===== src/rtl/gnrl_regbank_arb_if.sv =====
// Write-request bundle for gnrl_regbank_arb: one valid/addr/data lane per requester plus the one-hot grant.
// req_lock exists only when GNRL_ARB_LOCK_EN is defined.
interface gnrl_regbank_arb_if #(
  parameter int N  = 4,
  parameter int DW = 32,
  parameter int AW = 3
);
  logic [N-1:0]    req_vld;
  logic [N*AW-1:0] req_addr;
  logic [N*DW-1:0] req_data;
  logic [N-1:0]    req_rdy;
`ifdef GNRL_ARB_LOCK_EN
  logic [N-1:0]    req_lock;

  modport master (output req_vld, req_addr, req_data, req_lock, input req_rdy);
  modport slave  (input req_vld, req_addr, req_data, req_lock, output req_rdy);
`else
  modport master (output req_vld, req_addr, req_data, input req_rdy);
  modport slave  (input req_vld, req_addr, req_data, output req_rdy);
`endif
endinterface


===== src/rtl/gnrl_regbank_arb.sv =====
// Round-robin arbitrated register bank: N requesters write a 2^AW x DW bank, one grant per cycle.
// Optional macro GNRL_ARB_LOCK_EN adds req_lock and an IDLE/LOCKED ownership FSM.
module gnrl_regbank_arb #(
  parameter int N  = 4,
  parameter int DW = 32,
  parameter int AW = 3
) (
  input  logic                clk,
  input  logic                rst_n,
  gnrl_regbank_arb_if.slave   bus,
  input  logic [AW-1:0]       rd_addr,
  output logic [DW-1:0]       rd_data,
  output logic                gnt_vld,
  output logic [2:0]          gnt_idx,
  output logic [15:0]         wr_cnt
);

  logic [DW-1:0] bank_q [2**AW];
  logic [2:0]    rr_ptr_q, rr_ptr_d;
  logic [15:0]   wr_cnt_q;

  // Request lanes padded to 8 so the 3-bit winner index always selects in range.
  logic [7:0]    vld_pad;
  logic [AW-1:0] addr_a [8];
  logic [DW-1:0] data_a [8];

  logic [7:0]    elig;
  logic [3:0]    sum_c;
  logic [2:0]    win;
  logic          found;
  logic          gnt;
  logic [7:0]    gnt_oh;

`ifdef GNRL_ARB_LOCK_EN
  typedef enum logic {L_IDLE, L_LOCKED} lock_st_e;
  lock_st_e   lock_st_q;
  logic [2:0] owner_q;
  logic [7:0] lock_pad;
  logic       lock_exit;
`endif

  for (genvar g = 0; g < 8; g++) begin : g_pad
    if (g < N) begin : g_req
      assign vld_pad[g] = bus.req_vld[g];
      assign addr_a[g]  = bus.req_addr[g*AW +: AW];
      assign data_a[g]  = bus.req_data[g*DW +: DW];
`ifdef GNRL_ARB_LOCK_EN
      assign lock_pad[g] = bus.req_lock[g];
`endif
    end else begin : g_nul
      assign vld_pad[g] = 1'b0;
      assign addr_a[g]  = '0;
      assign data_a[g]  = '0;
`ifdef GNRL_ARB_LOCK_EN
      assign lock_pad[g] = 1'b0;
`endif
    end
  end

  function automatic logic [2:0] inc_mod(input logic [2:0] x);
    return (x == 3'(N-1)) ? 3'd0 : x + 3'd1;
  endfunction

  always_comb begin
    elig = vld_pad;
`ifdef GNRL_ARB_LOCK_EN
    if (lock_st_q == L_LOCKED) elig = vld_pad & (8'b1 << owner_q);
`endif
  end

  // First eligible requester scanning upward from rr_ptr, wrapping at N.
  always_comb begin
    found = 1'b0;
    win   = '0;
    sum_c = '0;
    for (int unsigned off = 0; off < N; off++) begin
      sum_c = {1'b0, rr_ptr_q} + 4'(off);
      if (sum_c >= 4'(N)) sum_c = sum_c - 4'(N);
      if (!found && elig[sum_c[2:0]]) begin
        found = 1'b1;
        win   = sum_c[2:0];
      end
    end
  end

  assign gnt         = found & rst_n;
  assign gnt_oh      = gnt ? (8'b1 << win) : '0;
  assign bus.req_rdy = gnt_oh[N-1:0];
  assign gnt_vld     = gnt;
  assign gnt_idx     = gnt ? win : 3'd0;
  assign rd_data     = bank_q[rd_addr];
  assign wr_cnt      = wr_cnt_q;

`ifdef GNRL_ARB_LOCK_EN
  // While locked a grant can only go to the owner, so gnt alone identifies an owner write.
  assign lock_exit = !vld_pad[owner_q] || (gnt && !lock_pad[owner_q]);
`endif

  always_comb begin
    rr_ptr_d = rr_ptr_q;
`ifdef GNRL_ARB_LOCK_EN
    if (lock_st_q == L_LOCKED) begin
      if (lock_exit) rr_ptr_d = inc_mod(owner_q);
    end else if (gnt) begin
      rr_ptr_d = inc_mod(win);
    end
`else
    if (gnt) rr_ptr_d = inc_mod(win);
`endif
  end

  always_ff @(posedge clk or negedge rst_n) begin
    if (!rst_n) begin
      bank_q   <= '{default: '0};
      rr_ptr_q <= '0;
      wr_cnt_q <= '0;
    end else begin
      rr_ptr_q <= rr_ptr_d;
      if (gnt) begin
        bank_q[addr_a[win]] <= data_a[win];
        if (wr_cnt_q != 16'hFFFF) wr_cnt_q <= wr_cnt_q + 16'd1;
      end
    end
  end

`ifdef GNRL_ARB_LOCK_EN
  always_ff @(posedge clk or negedge rst_n) begin
    if (!rst_n) begin
      lock_st_q <= L_IDLE;
      owner_q   <= '0;
    end else begin
      case (lock_st_q)
        L_IDLE: begin
          if (gnt && lock_pad[win]) begin
            lock_st_q <= L_LOCKED;
            owner_q   <= win;
          end
        end
        L_LOCKED: begin
          if (lock_exit) lock_st_q <= L_IDLE;
        end
        default: lock_st_q <= L_IDLE;
      endcase
    end
  end
`endif

endmodule


===== src/flat_wrapper.sv =====
// flat-port wrapper written by rule: the top's interface ports become plain ports
module gnrl_regbank_arb_flat 
#(
  parameter int N  = 4,
  parameter int DW = 32,
  parameter int AW = 3
)
  (clk, rst_n, rd_addr, rd_data, gnt_vld, gnt_idx, wr_cnt, bus_req_vld, bus_req_addr, bus_req_data, bus_req_rdy);
  gnrl_regbank_arb_if #(.N(N), .DW(DW), .AW(AW)) bus_i ();
  input  logic clk;
  input  logic rst_n;
  input  logic [AW-1:0] rd_addr;
  output logic [DW-1:0] rd_data;
  output logic gnt_vld;
  output logic [2:0] gnt_idx;
  output logic [15:0] wr_cnt;
  input wire logic [$bits(bus_i.req_vld)-1:0] bus_req_vld;
  input wire logic [$bits(bus_i.req_addr)-1:0] bus_req_addr;
  input wire logic [$bits(bus_i.req_data)-1:0] bus_req_data;
  output wire logic [$bits(bus_i.req_rdy)-1:0] bus_req_rdy;
  assign bus_i.req_vld = bus_req_vld;
  assign bus_i.req_addr = bus_req_addr;
  assign bus_i.req_data = bus_req_data;
  assign bus_req_rdy = bus_i.req_rdy;
  gnrl_regbank_arb #(.N(N), .DW(DW), .AW(AW)) u_core (.clk(clk), .rst_n(rst_n), .bus(bus_i), .rd_addr(rd_addr), .rd_data(rd_data), .gnt_vld(gnt_vld), .gnt_idx(gnt_idx), .wr_cnt(wr_cnt));
endmodule

===== config.mk =====
export PLATFORM = sky130hd
export DESIGN_NAME = gnrl_regbank_arb_flat
export DESIGN_NICKNAME = d
export VERILOG_FILES = /design/src/rtl/gnrl_regbank_arb_if.sv /design/src/rtl/gnrl_regbank_arb.sv /design/src/flat_wrapper.sv
export SDC_FILE = /design/constraint.sdc
export NUM_CORES = 1
export LEC_CHECK = 0
export CORE_UTILIZATION = 64
export DETAILED_ROUTE_END_ITERATION = 10
export DONT_BUFFER_PORTS = 1
export PLACE_DENSITY = 0.79
export SYNTH_ARGS = -nofsm -noshare
export SYNTH_HDL_FRONTEND = slang
export SYNTH_SLANG_ARGS = --single-unit

===== constraint.sdc =====
create_clock -name clk -period 5 [get_ports clk]
set_clock_uncertainty 0.1 [all_clocks]
set_input_delay 1 -clock clk [delete_from_list [all_inputs] [get_ports clk]]
set_output_delay 1 -clock clk [all_outputs]
set_load 0.02 [all_outputs]

==> impl_metrics.ini, run 1 <==
[status]
status = finished clean

[placement]
post-dp-hpwl_um = 18330
port_buffers = 0
gp_congestion = 0.8290
place_inst = 1246

[synthesis]
ys.flop_type = dfrtp_1
synth_area_leader_cell = dfrtp_1
synth_common_cells = dfrtp_1, mux2_2, nand2_1, mux4_2, clkbuf_1
synth-seq-area-share_pct = 50.27
syn_area_mm2 = 0.01369
synthTopCellsByArea = dfrtp_1, mux2_2, mux4_2, nand2_1, mux2_1
synth.distinct_cells = 47
ys_warn_count = 0
synth_async_sr_flop_share_pct = 100.0
syn_inst = 1016
synth_most_common_cell = dfrtp_1
synth_edf_count = 0
avgSynthCellArea_um2 = 13.48
syn-num-nets = 1172
synth_top_area_share_pct = 50.27
ys_seq_elements = 275

[timing]
worst_slew_pin_slew_ns = 0.8725
hold_viol = 0
fin_crit_ns = 4.765
maxSlewViolCount = 0
period_share_pct = 95.31
setup_violations = 0
rsz0062_at_grt = no
finalSetupTns_ns = 0
fmax_ghz = 0.2099
slew_headroom_pct = 41.34

[cts]
clkLatencyLatePin_ns = 0.53
numClockSinks = 275
htree_levels = 1
clockBufferDepth = 3
ctsHoldBuffers = 0
cts_tree = built
cts_buffers = 28
path_clk_slew_ns = 0.06
ctsRootBufferMaster = clkbuf_16

[route]
viasPerCell = 6.470
dr.pass1.iters = 5
drc = 0
routed_wl_um = 29890
drt-initial-drc-count = 564
ant_nets = 0
vias = 8391
post_drt_wl_per_cell_um = 23.05

[finish]
syn_to_final_growth_pct = 9.340
layout-drive-gt1-share_pct = 40.02
instances_no_fill = 1297
nets = 1159
fill_cells = 1396
multi_input_area_mm2 = 0.006520
diodes = 0
seq_area_mm2 = 0.006883

[power]
switchingPower_mw = 4.445
power_leakage_nw = 6.395
combPwrFrac_pct = 47.7
p_sw_share_pct = 37.86
ir_drop_mv = 0.5191
seq_power_share_pct = 33.8
clkPwrFrac_pct = 18.5
p_total_mw = 11.74
p_int_mw = 7.297
power_density_mw_per_mm2 = 784.4

[die]
initial_utilization_pct = 65.13
dieHeight_um = 148.3
die_area_mm2 = 0.02198
core_area_mm2 = 0.02102
fp.dieW_um = 148.3
pin_count = 205
num_rows = 53

[global_route]
gr-usage-all-layers_pct = 28.15
grt_overflow = 0
met1_usage_pct = 38.61
grt_start_max_net_pins = 281
grt_pass1_vias = 8526
grt_first_pass_wirelength_um = 47220
gr-max-usage-layer = met2
antenna_found_initial = 1
use_met2_pct = 47.25
met3_usage_pct = 4.693

[worst_setup_path]
cp.arrival_ns = 3.67
endpoint_kind = primary output
crit_path_start_kind = register
path_max_fanout = 25
cp.required_ns = 3.90
critPathKind = reg2out

[hold_path]
hp-class = in2async

[run]
cap_violations = 0
power groups by stage:
stage	logic, mW	registers, mW	clock network (mW)
finish	5.60	3.97	2.17
global route	6.04	4.11	2.30
CTS	5.57	3.96	2.21
detailed placement	5.53	3.99	0
global placement	5.34	3.91	0
floorplan	4.34	3.77	0
final cells by class:
type / instances / area share [%]
clock buffer: 37 / 5.374
clock inverter: 12 / 1.145
inverter: 8 / 0.2006
multi-input combinational: 665 / 43.56
sequential: 275 / 45.98
tap: 275 / 2.299
timing repair buffer: 25 / 1.446
layout by cell type, fill, tap and decap left out, drive strengths merged, types with 3 or more instances in the layout:
master / instances
clkbuf: 37
xnor2: 12
bufinv: 4
nor4: 3
nand2: 142
a31oi: 34
inv: 7
xor2: 3
mux2i: 9
dfrtp: 275
mux4: 65
clkinv: 9
nor3: 5
ha: 7
nand4: 7
mux2: 292
a21oi: 4
and3: 38
o21ai: 4
nor2: 6
buf: 25
nand3: 11
critical path: stages, from the launching register on:
cell,delay (ns)
dfrtp_1,0.48
inv_1,0.19
ha_4,0.40
or3b_1,0.40
a32oi_2,0.33
nand2_1,0.14
o31ai_4,0.45
inv_2,0.08
buf_4,0.23
ha_1,0.20
and3_1,0.24
path summary, 6_finish.rpt:
kind	startpoint	end	slack (ns)	depth (start not counted)
min in group clk	u_core.bank_q[170]	u_core.bank_q[170]	0.38	1
setup reg to reg	u_core.rr_ptr_q[1]	u_core.bank_q[239]	0.41	13
hold / removal	rst_n	u_core.bank_q[114]	0.07	0
max in group asynchronous	rst_n	u_core.bank_q[190]	4.31	0
hold reg to reg	u_core.bank_q[170]	u_core.bank_q[170]	0.38	1
setup / recovery	u_core.rr_ptr_q[1]	bus_req_rdy[0]	0.23	10
layer usage:
metal,vias up,routed length (um)
met4,2,502
met5,-,12
li1,3711,-
met1,4366,12390
met3,43,1864
met2,269,15130
registers in the layout, summed over array words and instances (netlist names):
| name | cells |
|---|---|
| u_core.bank_q | 256 |
| u_core.wr_cnt | 16 |
| u_core.rr_ptr_q | 3 |
cells by family after synthesis:
family          synth area share, %
flops                         50.27
simple gates                  7.531
fa+ha+maj                    0.6397
xor+xnor                     0.9596
mux                           35.37
buf+inv                       2.449
compound gates                2.760
other cells                 0.02739
repair_timing:
| item | 4_1_cts | 5_1_grt |
|---|---|---|
| buffers inserted | 0 | 2 |
| setup endpoints to repair | 2 | 4 |
| pin swaps | 0 | 1 |
| resized for setup | 1 | 3 |
per-stage QoR:
stage	setup slack (ns)	hold WS [ns]	util, %	instance area [um^2]
floorplan	0.6070	0.3524	-	13690
global placement	0.4818	0.3652	66.41	13960
detailed placement	0.3214	0.3721	66.41	13960
CTS	0.03049	0.05144	71.07	14940
global route	0.04369	0.04837	71.21	14970
finish	0.2347	0.06907	71.21	14970
No activity file was read; power rests on OpenSTA's default activity.
==> run 2: changes to the inputs <==
Settings changed: GPL_TIMING_DRIVEN set to 0.
==> run 2 against run 1 <==
Effect of this change:
- combinational power grew 3.8%
- register-to-register slack lost 0.29 ns
- routed wire length grew 13%
- cell count grew 3.8%
- first-iteration DRC count grew 30%
- utilization grew 0.64 points
- sequential power is essentially flat
- die area is the same
- sequential share of layout area shrank 0.41 points
- non-clock buffer count grew 44
- global-route usage grew 3.5 points
- via count grew 5.4%
- critical endpoint is now u_core.bank_q[150]
- largest power group unchanged
- highest routed layer is now met4
==> impl_metrics.ini, run 2 (same netlist as run 1, synthesis figures left out) <==
[status]
status = finished clean

[global_route]
antenna_found_initial = 0
gr-usage-all-layers_pct = 31.62
grt_first_pass_wirelength_um = 51470
grt_overflow = 0
grt_start_max_net_pins = 281
grt_pass1_vias = 8935

[cts]
clockBufferDepth = 3
ctsRootBufferMaster = clkbuf_16
htree_levels = 1
cts_buffers = 29
numClockSinks = 275
cts_tree = built
path_clk_slew_ns = 0.06
clkLatencyLatePin_ns = 0.53

[power]
power_density_mw_per_mm2 = 799.1
ir_drop_mv = 0.5089
power_leakage_nw = 6.461
p_total_mw = 12.07

[placement]
place_inst = 1291
dp_slack_ns = -0.3949
port_buffers = 0
post-dp-hpwl_um = 22520
place_area_mm2 = 0.01403
gp_congestion = 0.8199

[route]
drt-initial-drc-count = 731
viasPerCell = 6.569
dr.pass1.iters = 5
ant_nets = 0
routed_wl_um = 33910
drc = 0
post_drt_wl_per_cell_um = 25.19
vias = 8842

[timing]
finalSetupTns_ns = 0
worst_slew_pin_slew_ns = 1.242
maxSlewViolCount = 0
fin_crit_ns = 4.880
setup_violations = 0
period_share_pct = 97.61
fmax_ghz = 0.2049
worst_hold_slack_ns = 0.06448
slew_headroom_pct = 17.23
hold_viol = 0
setup_ws_ns = 0.1195

[finish]
final_common_cell = dfrtp_1
syn_to_final_growth_pct = 10.33
nets = 1204
top_register = u_core.bank_q
final_core_util_pct = 71.85
largest_reg_flops = 256
layout-drive-gt1-share_pct = 38.10
layout_common_cells = dfrtp_1, mux2_2, nand2_1
instances_no_fill = 1346
diodes = 0
post-route-cell-area_mm2 = 0.01510

[die]
die_area_mm2 = 0.02198
num_rows = 53
initial_utilization_pct = 65.13
core_area_mm2 = 0.02102
fp.dieW_um = 148.3
dieHeight_um = 148.3
pin_count = 205

[worst_setup_path]
crit_path_start_kind = register
critPathKind = reg2reg
cp.arrival_ns = 5.19
cp.required_ns = 5.31
endpoint_kind = register
path_max_fanout = 10

[run]
cap_violations = 0

[hold_path]
hp-class = in2async
[run 2: path summary, 6_finish.rpt]
check / start / endpoint / slack (ns) / cells after the start
min in group clk: u_core.bank_q[170] / u_core.bank_q[170] / 0.39 / 1
max reg2reg: u_core.rr_ptr_q[0] / u_core.bank_q[150] / 0.12 / 13
max: u_core.rr_ptr_q[0] / u_core.bank_q[150] / 0.12 / 13
max in group asynchronous: rst_n / u_core.rr_ptr_q[1] / 4.25 / 0
min reg2reg: u_core.bank_q[170] / u_core.bank_q[170] / 0.39 / 1
min: rst_n / u_core.bank_q[212] / 0.06 / 0
[run 2: layer usage]
metal  routed length (um)  share of wire [%]  track usage (%)  up-vias
li1                     -                  -                -     3792
met1                14430                 43            45.11     4642
met2                16450                 49            50.59      350
met3                 2216                6.5            4.908       58
met4                  804                2.4            9.845        0
met5                    0                  0                0        -
[run 2: worst max-delay path, cell delays in order, from the launching register on]
cell	delay (ns)
dfrtp_1	0.42
buf_6	0.16
inv_1	0.08
ha_1	0.30
buf_4	0.19
or3b_1	0.40
a32oi_2	0.29
buf_4	0.18
nand3_1	0.20
nand2_1	0.40
clkinv_1	0.47
nand4_1	0.41
clkbuf_1	0.70
mux2_2	0.43
[run 2: cell type report]
type	instances	area, um^2
clock inverter	9	173.9
buffer	64	314.1
clock buffer	45	845.8
multi-input combinational	665	6476
tap	275	344.1
inverter	8	30.03
timing repair buffer	5	37.54
fill	1407	5917
sequential	275	6883
[run 2: where the power goes]
group,internal [mW],leakage [nW],switching [mW]
combinational,2.59,2.65,3.21
clock,1.42,0.499,0.872
sequential,3.36,3.31,0.612
[run 2: repair_timing]
item / in CTS / in global routing
setup buffers: 3 / 2
pin swaps: 1 / 1
hold buffers: 0 / 0
setup endpoints to repair: 94 / 85
gates resized for setup: 10 / 3
